## src/rtl/encoder_gen_pkg.sv

```systemverilog
// encoder_gen_pkg: shared state encoding, phase constants, default widths and the
// quadrature A/B lookup used by the encoder emulator.
package encoder_gen_pkg;
  localparam int CNT_W_D = 24;
  localparam int PPR_W_D = 16;
  localparam int SYNC_W_D = 8;
  typedef enum logic [1:0] {IDLE, RUN, STOP} state_t;
  localparam logic [1:0] Q0 = 2'd0;
  localparam logic [1:0] Q1 = 2'd1;
  localparam logic [1:0] Q2 = 2'd2;
  localparam logic [1:0] Q3 = 2'd3;
  // returns {A, B} for a quadrature phase
  function automatic logic [1:0] ab_of(input logic [1:0] q);
    return {(q == Q1) || (q == Q2), (q == Q2) || (q == Q3)};
  endfunction
endpackage

```

## src/rtl/enc_quarter_timer.sv

```systemverilog
// enc_quarter_timer: loadable down-counter giving a one-clk step strobe every
// quarter clks; a quarter of 0 is taken as 1 and the period is latched on load.
module enc_quarter_timer
  import encoder_gen_pkg::*;
#(
  parameter int CNT_W = CNT_W_D
) (
  input  logic             clk,
  input  logic             rst_n,
  input  logic             i_load,
  input  logic             i_en,
  input  logic [CNT_W-1:0] i_quarter,
  output logic             o_step
);
  logic [CNT_W-1:0] w_q;
  logic [CNT_W-1:0] r_period;
  logic [CNT_W-1:0] r_cnt;
  assign w_q = (i_quarter == '0) ? CNT_W'(1) : i_quarter;
  always_ff @(posedge clk or negedge rst_n)
    if (!rst_n) begin
      r_period <= CNT_W'(1);
      r_cnt <= '0;
    end else if (i_load) begin
      r_period <= w_q;
      r_cnt <= w_q - CNT_W'(1);
    end else if (i_en) begin
      r_cnt <= (r_cnt == '0) ? r_period - CNT_W'(1) : r_cnt - CNT_W'(1);
    end
  assign o_step = i_en & (r_cnt == '0);
endmodule

```

## src/rtl/encoder_gen.sv

```systemverilog
// encoder_gen: quadrature A/B, index C and sync strobe emulator with shadowed config.
// Define ENC_BURST_EN to add cfg_burst/burst_done pulse-count limited runs.
module encoder_gen
  import encoder_gen_pkg::*;
#(
  parameter int CNT_W  = CNT_W_D,
  parameter int PPR_W  = PPR_W_D,
  parameter int SYNC_W = SYNC_W_D
) (
  input  logic              clk,
  input  logic              mcu_n_rst,
  input  logic              gen_en,
  input  logic              cfg_load,
  input  logic [CNT_W-1:0]  cfg_quarter,
  input  logic [PPR_W-1:0]  cfg_ppr,
  input  logic [SYNC_W-1:0] cfg_sync_div,
  input  logic              cfg_dir,
`ifdef ENC_BURST_EN
  input  logic [31:0]       cfg_burst,
  output logic              burst_done,
`endif
  output logic              enc_a,
  output logic              enc_b,
  output logic              enc_c,
  output logic              enc_sync,
  output logic [PPR_W-1:0]  pulse_pos,
  output logic [15:0]       rev_cnt,
  output logic              busy
);
  state_t r_state, w_next;
  logic r_gen_d, r_sh_dir, r_dir, r_sync_pend;
  logic [CNT_W-1:0] r_sh_quarter;
  logic [PPR_W-1:0] r_sh_ppr, r_ppr, r_pos, w_ppr_m1;
  logic [SYNC_W-1:0] r_sh_div, r_div_cfg, r_div;
  logic [1:0] r_q, w_nq, w_ab;
  logic [15:0] r_rev;
  logic w_rise, w_start, w_step, w_land, w_wrap, w_sync, w_burst_hit, w_stop_req, w_busy, w_c;
  assign w_rise = gen_en & ~r_gen_d;
  assign w_start = (r_state == IDLE) & w_rise;
  assign w_nq = r_dir ? r_q - 2'd1 : r_q + 2'd1;
  assign w_land = w_step & (w_nq == Q0);
  assign w_ppr_m1 = r_ppr - PPR_W'(1);
  assign w_wrap = w_land & (r_dir ? (r_pos == '0) : (r_pos == w_ppr_m1));
  assign w_sync = w_wrap & (r_div_cfg != '0) & (r_div == r_div_cfg - SYNC_W'(1));
  assign w_stop_req = ~gen_en | w_burst_hit;
  assign pulse_pos = r_pos;
  assign rev_cnt = r_rev;
  enc_quarter_timer #(.CNT_W(CNT_W)) u_timer (
    .clk(clk), .rst_n(mcu_n_rst), .i_load(w_start), .i_en(w_busy),
    .i_quarter(r_sh_quarter), .o_step(w_step)
  );
  always_ff @(posedge clk or negedge mcu_n_rst)
    if (!mcu_n_rst) r_state <= IDLE;
    else r_state <= w_next;
  // a stop request that coincides with a landing on Q0 skips STOP entirely
  always_comb begin
    w_next = r_state;
    if (r_state == IDLE) w_next = w_start ? RUN : IDLE;
    else if ((r_state == RUN && !w_stop_req) || (r_state == STOP && w_rise)) w_next = RUN;
    else w_next = w_land ? IDLE : STOP;
  end
  always_comb begin
    w_busy = r_state != IDLE;
    w_ab = ab_of(r_q);
    w_c = w_busy & (r_q == Q0) & (r_pos == '0);
  end
  always_ff @(posedge clk or negedge mcu_n_rst)
    if (!mcu_n_rst) begin
      r_gen_d <= 1'b0;
      r_sh_quarter <= CNT_W'(1);
      r_sh_ppr <= '0;
      r_sh_div <= '0;
      r_sh_dir <= 1'b0;
      r_ppr <= '0;
      r_div_cfg <= '0;
      r_dir <= 1'b0;
      r_q <= Q0;
      r_pos <= '0;
      r_div <= '0;
      r_rev <= '0;
      r_sync_pend <= 1'b0;
    end else begin
      r_gen_d <= gen_en;
      if (cfg_load) begin
        r_sh_quarter <= cfg_quarter;
        r_sh_ppr <= cfg_ppr;
        r_sh_div <= cfg_sync_div;
        r_sh_dir <= cfg_dir;
      end
      if (w_start) begin
        r_ppr <= r_sh_ppr;
        r_div_cfg <= r_sh_div;
        r_dir <= r_sh_dir;
        r_q <= Q0;
        r_pos <= '0;
        r_div <= '0;
      end else if (w_step) begin
        r_q <= w_nq;
        if (w_land) r_pos <= w_wrap ? (r_dir ? w_ppr_m1 : '0) : (r_dir ? r_pos - PPR_W'(1) : r_pos + PPR_W'(1));
        if (w_wrap) r_rev <= r_rev + 16'd1;
        if (w_wrap) r_div <= w_sync ? '0 : r_div + SYNC_W'(1);
      end
      r_sync_pend <= w_sync;
    end
  // sync is delayed one extra clk so it lines up with the registered enc_c rise
  always_ff @(posedge clk or negedge mcu_n_rst)
    if (!mcu_n_rst) {enc_a, enc_b, enc_c, enc_sync, busy} <= '0;
    else {enc_a, enc_b, enc_c, enc_sync, busy} <= {w_ab, w_c, r_sync_pend, w_busy};
`ifdef ENC_BURST_EN
  logic [31:0] r_sh_burst, r_burst, r_pcnt;
  assign w_burst_hit = w_land & (r_burst != '0) & (r_pcnt + 32'd1 == r_burst);
  always_ff @(posedge clk or negedge mcu_n_rst)
    if (!mcu_n_rst) begin
      r_sh_burst <= '0;
      r_burst <= '0;
      r_pcnt <= '0;
      burst_done <= 1'b0;
    end else begin
      if (cfg_load) r_sh_burst <= cfg_burst;
      if (w_start) begin
        r_burst <= r_sh_burst;
        r_pcnt <= '0;
      end else if (w_land) begin
        r_pcnt <= r_pcnt + 32'd1;
      end
      burst_done <= w_burst_hit & (r_state == RUN);
    end
`else
  assign w_burst_hit = 1'b0;
`endif
endmodule

```

## config.mk

```make
export PLATFORM = sky130hd
export DESIGN_NAME = encoder_gen
export DESIGN_NICKNAME = d
export VERILOG_FILES = /design/src/rtl/encoder_gen_pkg.sv /design/src/rtl/enc_quarter_timer.sv /design/src/rtl/encoder_gen.sv
export SDC_FILE = /design/constraint.sdc
export NUM_CORES = 1
export LEC_CHECK = 0
export ABC_AREA = 1
export BUFFER_PORTS_ARGS = -buffer_cell sky130_fd_sc_hd__buf_4
export CAP_MARGIN = 20
export CORE_MARGIN = 2
export CORE_UTILIZATION = 45
export CTS_CLUSTER_DIAMETER = 80
export DETAILED_ROUTE_END_ITERATION = 8
export GPL_TIMING_DRIVEN = 0
export PLACE_DENSITY_LB_ADDON = 0.12
export SLEW_MARGIN = 20
export SYNTH_ARGS = -nofsm -noshare
export SYNTH_HDL_FRONTEND = slang
export SYNTH_HIERARCHICAL = 1
export SYNTH_SLANG_ARGS = --single-unit
export TNS_END_PERCENT = 50
```

## constraint.sdc

```tcl
create_clock -name clk -period 8.68 [get_ports clk]
set_input_delay 2.17 -clock clk [delete_from_list [all_inputs] [get_ports clk]]
set_output_delay 2.17 -clock clk [all_outputs]
set_load 0.03 [all_outputs]
```

# Yosys cells after proc, flatten, opt, wreduce, memory -nomap -nowiden

Cells that the tools add are included.

Flip-flop bits (word level): 173
Input port bits: 53
Output and inout port bits: 37
Word-level logic and storage cells: 92

$add $sub $neg: 11
Eq/ne operators: 7
Multiplexer cells: 22
Bitwise gates (word level): 11
Reduce and logical (&&, ||, !) cells: 20

Operators with widths:

| kind                  | number |
|---|---|
| $mux 16               | 6 |
| $mux 24               | 4 |
| $sub 24x1->24 const B | 3 |
| $logic_not 24->1      | 2 |
| $add 16x1->16 const B | 2 |
| $mux 8                | 4 |
| $sub 16x1->16 const B | 2 |
| $eq 16x16->1          | 1 |
| $logic_not 16->1      | 1 |
| $mux 2                | 6 |
| $reduce_bool 2->1     | 5 |
| $and 1x1->1           | 9 |
| $add 8x1->8 const B   | 1 |
| $eq 8x8->1            | 1 |
| $reduce_bool 8->1     | 1 |
| $sub 8x1->8 const B   | 1 |
| $eq 2x2->1 const B    | 3 |
| $logic_not 2->1       | 3 |
| $eq 2x1->1 const B    | 2 |
| $reduce_and 2->1      | 2 |
| $logic_or 1x1->1      | 3 |
| $reduce_and 3->1      | 1 |
| $add 2x1->2 const B   | 1 |
| $logic_and 1x1->1     | 2 |
| 3 further kinds       | 5 |

# Logic depth before layout (Yosys ltp)

Depth after elaboration: 11
Mapped depth: 19

# Cells and area by module

The synthesis kept the hierarchy.

By module, submodules not included:

| module            | instances | cells each | area each (um^2) |
|---|---|---|---|
| encoder_gen       | 1         | 872        | 7,218.2 |
| enc_quarter_timer | 1         | 481        | 3,380.7 |

# Least setup slack after synthesis

Ideal clock, no wire load.

Path type: input port to flip-flop
From: input port gen_en
To: register u_timer.r_cnt[22]
Setup time: 117 ps
Data arrival time: 4,624 ps
Data required time: 8,563 ps
Setup slack: 3,939 ps
Stages on the path: 17
Buffers on the path: 3
Path through: inv_1 > or3_1 > nor2_1 > buf_2 > clkbuf_1 > buf_2 > o21bai_1 > nand2_1 > inv_1 > ha_1 > nand3_1 > nor2_8 > nand2_4 > nor2_4 > nand3_1 > nand3_1 > nand2_1

Cells in the longest elaborated chain, start to end: 3
Elaborated cells between the ends (all ways): 4

RTL lines:

| what                                                | line                    | source |
|---|---|---|
| start: declaration                                  | encoder_gen.sv:12       | `input logic gen_en,` |
| $and 1x1->1 (*)                                     | encoder_gen.sv:38       | `assign w_rise = gen_en & ~r_gen_d;` |
| $and 1x1->1 (*)                                     | encoder_gen.sv:39       | `assign w_start = (r_state == IDLE) & w_rise;` |
| net w_start                                         | encoder_gen.sv:37       | `logic w_rise, w_start, w_step, w_land, w_wrap, w_sync, w_burst_hit, w_stop_req, w_busy, w_c;` |
| $mux 24 / $reduce_bool 2->1 (equally long branches) | -                       |  |
| end signal: assignment                              | enc_quarter_timer.sv:25 | `r_cnt <= w_q - CNT_W'(1);` |
| end signal: assignment                              | enc_quarter_timer.sv:27 | `r_cnt <= (r_cnt == '0) ? r_period - CNT_W'(1) : r_cnt - CNT_W'(1);` |
| end: declaration                                    | enc_quarter_timer.sv:17 | `logic [CNT_W-1:0] r_cnt;` |

Mark *: on every way through the listed nets, which the timed path passes. The rest lies on a longest branch.
A chain may end at the register's enable or synchronous reset.

# Worst setup path after layout

From: input port gen_en
To: register u_timer.r_cnt[12]

Same word-level chain as after synthesis.

==> impl_metrics.json <==
{
  "r2r_setup_slack_ps": 4890,
  "ant_nets": 0,
  "synth-seq-area-share": 0.4087,
  "grt.overflow.total": 0,
  "gp_congestion": 0.9242,
  "dieArea_um2": 24800,
  "status": "complete, no violations",
  "whs_path_depth": 0,
  "hold_violations": 0,
  "report.final.slew_viol_count": 0,
  "dp_cells": 1761,
  "switching_share": 0.4301,
  "power_density_nw_per_um2": 281.9,
  "synth_edf_count": 0,
  "die_y_um": 157.5,
  "synth_most_common_cell": "nand2_1",
  "p_seq_frac": 0.335,
  "final_util": 0.5281,
  "drc": 0,
  "cts_buffers": 17,
  "synthDominantCellAreaShare": 0.4037,
  "cts_tree": "built",
  "peakVddDrop_v": 0.0001328,
  "yosys_most_used_dff": "dfrtp_1",
  "multi_input_area_um2": 5466,
  "hold_path_class": "reg -> reg",
  "fin_crit_sh": 0.6030,
  "synthTopCellsByCount": "353 x nand2_1, 171 x dfrtp_1, 147 x inv_1, 147 x nand3_1, 105 x nor2_1",
  "viasPerCell": 5.011,
  "min_to": "enc_sync",
  "nFillCells": 2265,
  "rows": 56,
  "cts_resized": 0,
  "ys_seq_elements": 173,
  "final_period_minus_worst_setup_slack_ps": 5234,
  "crit_fanout": 13,
  "syn_area_per_cell_um2": 7.834,
  "end_kind": "register",
  "rsz0062_at_grt": "no",
  "min-delay-start": "r_sync_pend",
  "vias": 8985,
  "initial_utilization": 0.4556,
  "htreeDepth": 4,
  "cts_sinks": 173,
  "leakage_nw": 5.985,
  "worstPathArrival_ps": 5560,
  "grt_pass1_wl_mm": 43.67,
  "ctsRootBufferMaster": "clkbuf_16",
  "area_growth_pct": 15.91,
  "synthesis.area_um2": 10600,
  "crit_type": "in -> reg",
  "cp_data_required_time_ps": 9000,
  "yosysWarnings": 6,
  "pin_count": 90,
  "antenna_found_initial": 0,
  "rr_startpoint": "r_state[0]",
  "fin_setup_tns_ps": 0,
  "fin_nets": 1538,
  "grt_max_degree": 96,
  "ys_types": 49,
  "tightest_slew_ps": 855.6,
  "hpwl_mm": 20.18,
  "synthTopCellsByArea": "dfrtp_1 40%, nand2_1 13%, nand3_1 6.9%",
  "fin_cells": 1793,
  "numPortBuffers": 88,
  "ctsHoldBuffers": 0,
  "relSlewSlack": 0.4296,
  "drt_wl_total_mm": 26.43,
  "rr_worst_depth": 16,
  "antennaDiodeCount": 0,
  "setup_violations": 0,
  "grt_pass1_vias": 8644,
  "grt_usage": 0.2250,
  "path_clk_slew_ps": 60,
  "rr_endpoint": "u_timer/r_cnt[12]",
  "fin_worst_skew_ps": 14.77,
  "synth_nets": 1430,
  "fp.dieW_um": 157.5,
  "insertion_delay_ps": 440,
  "p_total_mw": 3.464,
  "maxCapViolCount": 0,
  "drt_iter0_markers": 524,
  "crit_path_start_kind": "input pin",
  "fmax_ghz": 0.1911,
  "coreArea_um2": 23260,
  "post_drt_wl_per_cell_um": 14.74,
  "synth-async-reset-ratio": 1.000,
  "intPower_mw": 1.974,
  "postCtsSetupBuffers": 0,
  "dr.pass1.iters": 5,
  "drive_gt1_frac": 0.1845,
  "seqCellArea_um2": 4332,
  "cts.path.max_buffers": 2,
  "synthCells": 1353,
  "yosysTopAreaCell": "dfrtp_1",
  "power.share.clock": 0.226,
  "combPwrFrac": 0.439,
  "p_sw_mw": 1.490
}
[worst max-delay path by stage]
stage               slack, ps  cells past startpoint                end   start
global placement         3060                     18  u_timer/r_cnt[20]  gen_en
finish                   3450                     18  u_timer/r_cnt[12]  gen_en
floorplan                3940                     17  u_timer/r_cnt[22]  gen_en
CTS                      3480                     18  u_timer/r_cnt[22]  gen_en
detailed placement       3030                     18  u_timer/r_cnt[20]  gen_en
global route             3210                     18  u_timer/r_cnt[22]  gen_en
[worst max-delay path: stages]
cell and delay, ps:
buf_4 90, inv_1 40, or3_1 320, nor2_1 160, buf_2 300, clkbuf_1 680
buf_2 380, o21bai_1 140, nand2_1 80, inv_1 130, ha_1 190, nand3_1 190
nor2_8 190, nand3_4 130, nor2_4 130, nand2_1 70, nand3_1 70, o21ai_1 70
[power groups by stage]
stage                     clock network (mW)  logic [mW]  registers, mW
after floorplan                            0        1.16           1.16
after global placement                     0        1.49           1.17
after detailed placement                   0        1.52           1.17
after CTS                              0.795        1.53           1.16
after global routing                   0.825        1.74           1.19
final                                  0.781        1.52           1.16
[placed cells by master (no fill, tap or decap), drive strengths merged, types with 2 or more instances in the layout]
cell	count
o21ai	108
nand2	377
buf	107
clkinvlp	3
a31oi	2
nand3	159
dfrtp	171
nor2	139
nor3	11
a21oi	26
nand3b	4
nand4	27
a21o	3
xnor2	24
or2	2
bufinv	2
nor4	5
xor2	21
a22oi	2
inv	157
ha	23
clkinv	5
clkbuf	41
mux2	42
o21bai	4
dfstp	2
[layer usage]
| metal | track usage | vias to the layer above | share of wire |
|---|---|---|---|
| met1 | 0.2844 | 4170 | 0.44 |
| met2 | 0.3934 | 151 | 0.50 |
| li1 | - | 4622 | - |
| met3 | 0.02808 | 42 | 0.030 |
| met5 | 0 | - | 0 |
| met4 | 0.08442 | 0 | 0.027 |
[per-stage QoR]
step	setup slack [ps]	hold WS, ps	cell area [um2]
floorplan	3939	331.2	10600
global placement	3056	339.0	11660
detailed placement	3026	335.5	11690
CTS	3477	350.1	12290
global route	3205	352.3	12290
finish	3446	349.8	12290
[state kept, by name (all words and copies together), names as in the netlist]
signal,count
r_div,8
r_sh_dir,1
r_sh_quarter,24
busy,1
enc_b,1
u_timer/r_cnt,24
r_dir,1
r_state,2
u_timer/r_period,24
r_sh_div,8
enc_a,1
r_sh_ppr,16
enc_sync,1
rev_cnt,16
pulse_pos,16
r_ppr,16
r_div_cfg,8
r_gen_d,1
enc_c,1
r_q,2
r_sync_pend,1
[final cells by class]
cell class / count / share of cell area
Clock buffer: 20 / 0.03717
Inverter: 155 / 0.04776
Buffer: 39 / 0.01742
Clock inverter: 12 / 0.01100
Tap cell: 319 / 0.03249
Timing Repair Buffer: 89 / 0.05663
Sequential cell: 173 / 0.3526
Multi-Input combinational cell: 986 / 0.4450
[cell families (layout without fill, tap and decap cells)]
family                   after synthesis  in the layout  share of synthesized area
multiplexers                          42             42                    0.04462
AO/OA/AOI/OAI                        148            148                    0.07673
XOR/XNOR                              45             45                    0.03789
flip-flops                           173            173                     0.4087
adder cells (fa/ha/maj)               24             24                    0.02904
buffers and inverters                194            315                    0.07555
AND/OR/NAND/NOR                      727            727                     0.3275
No activity file was read; power rests on OpenSTA's default activity.
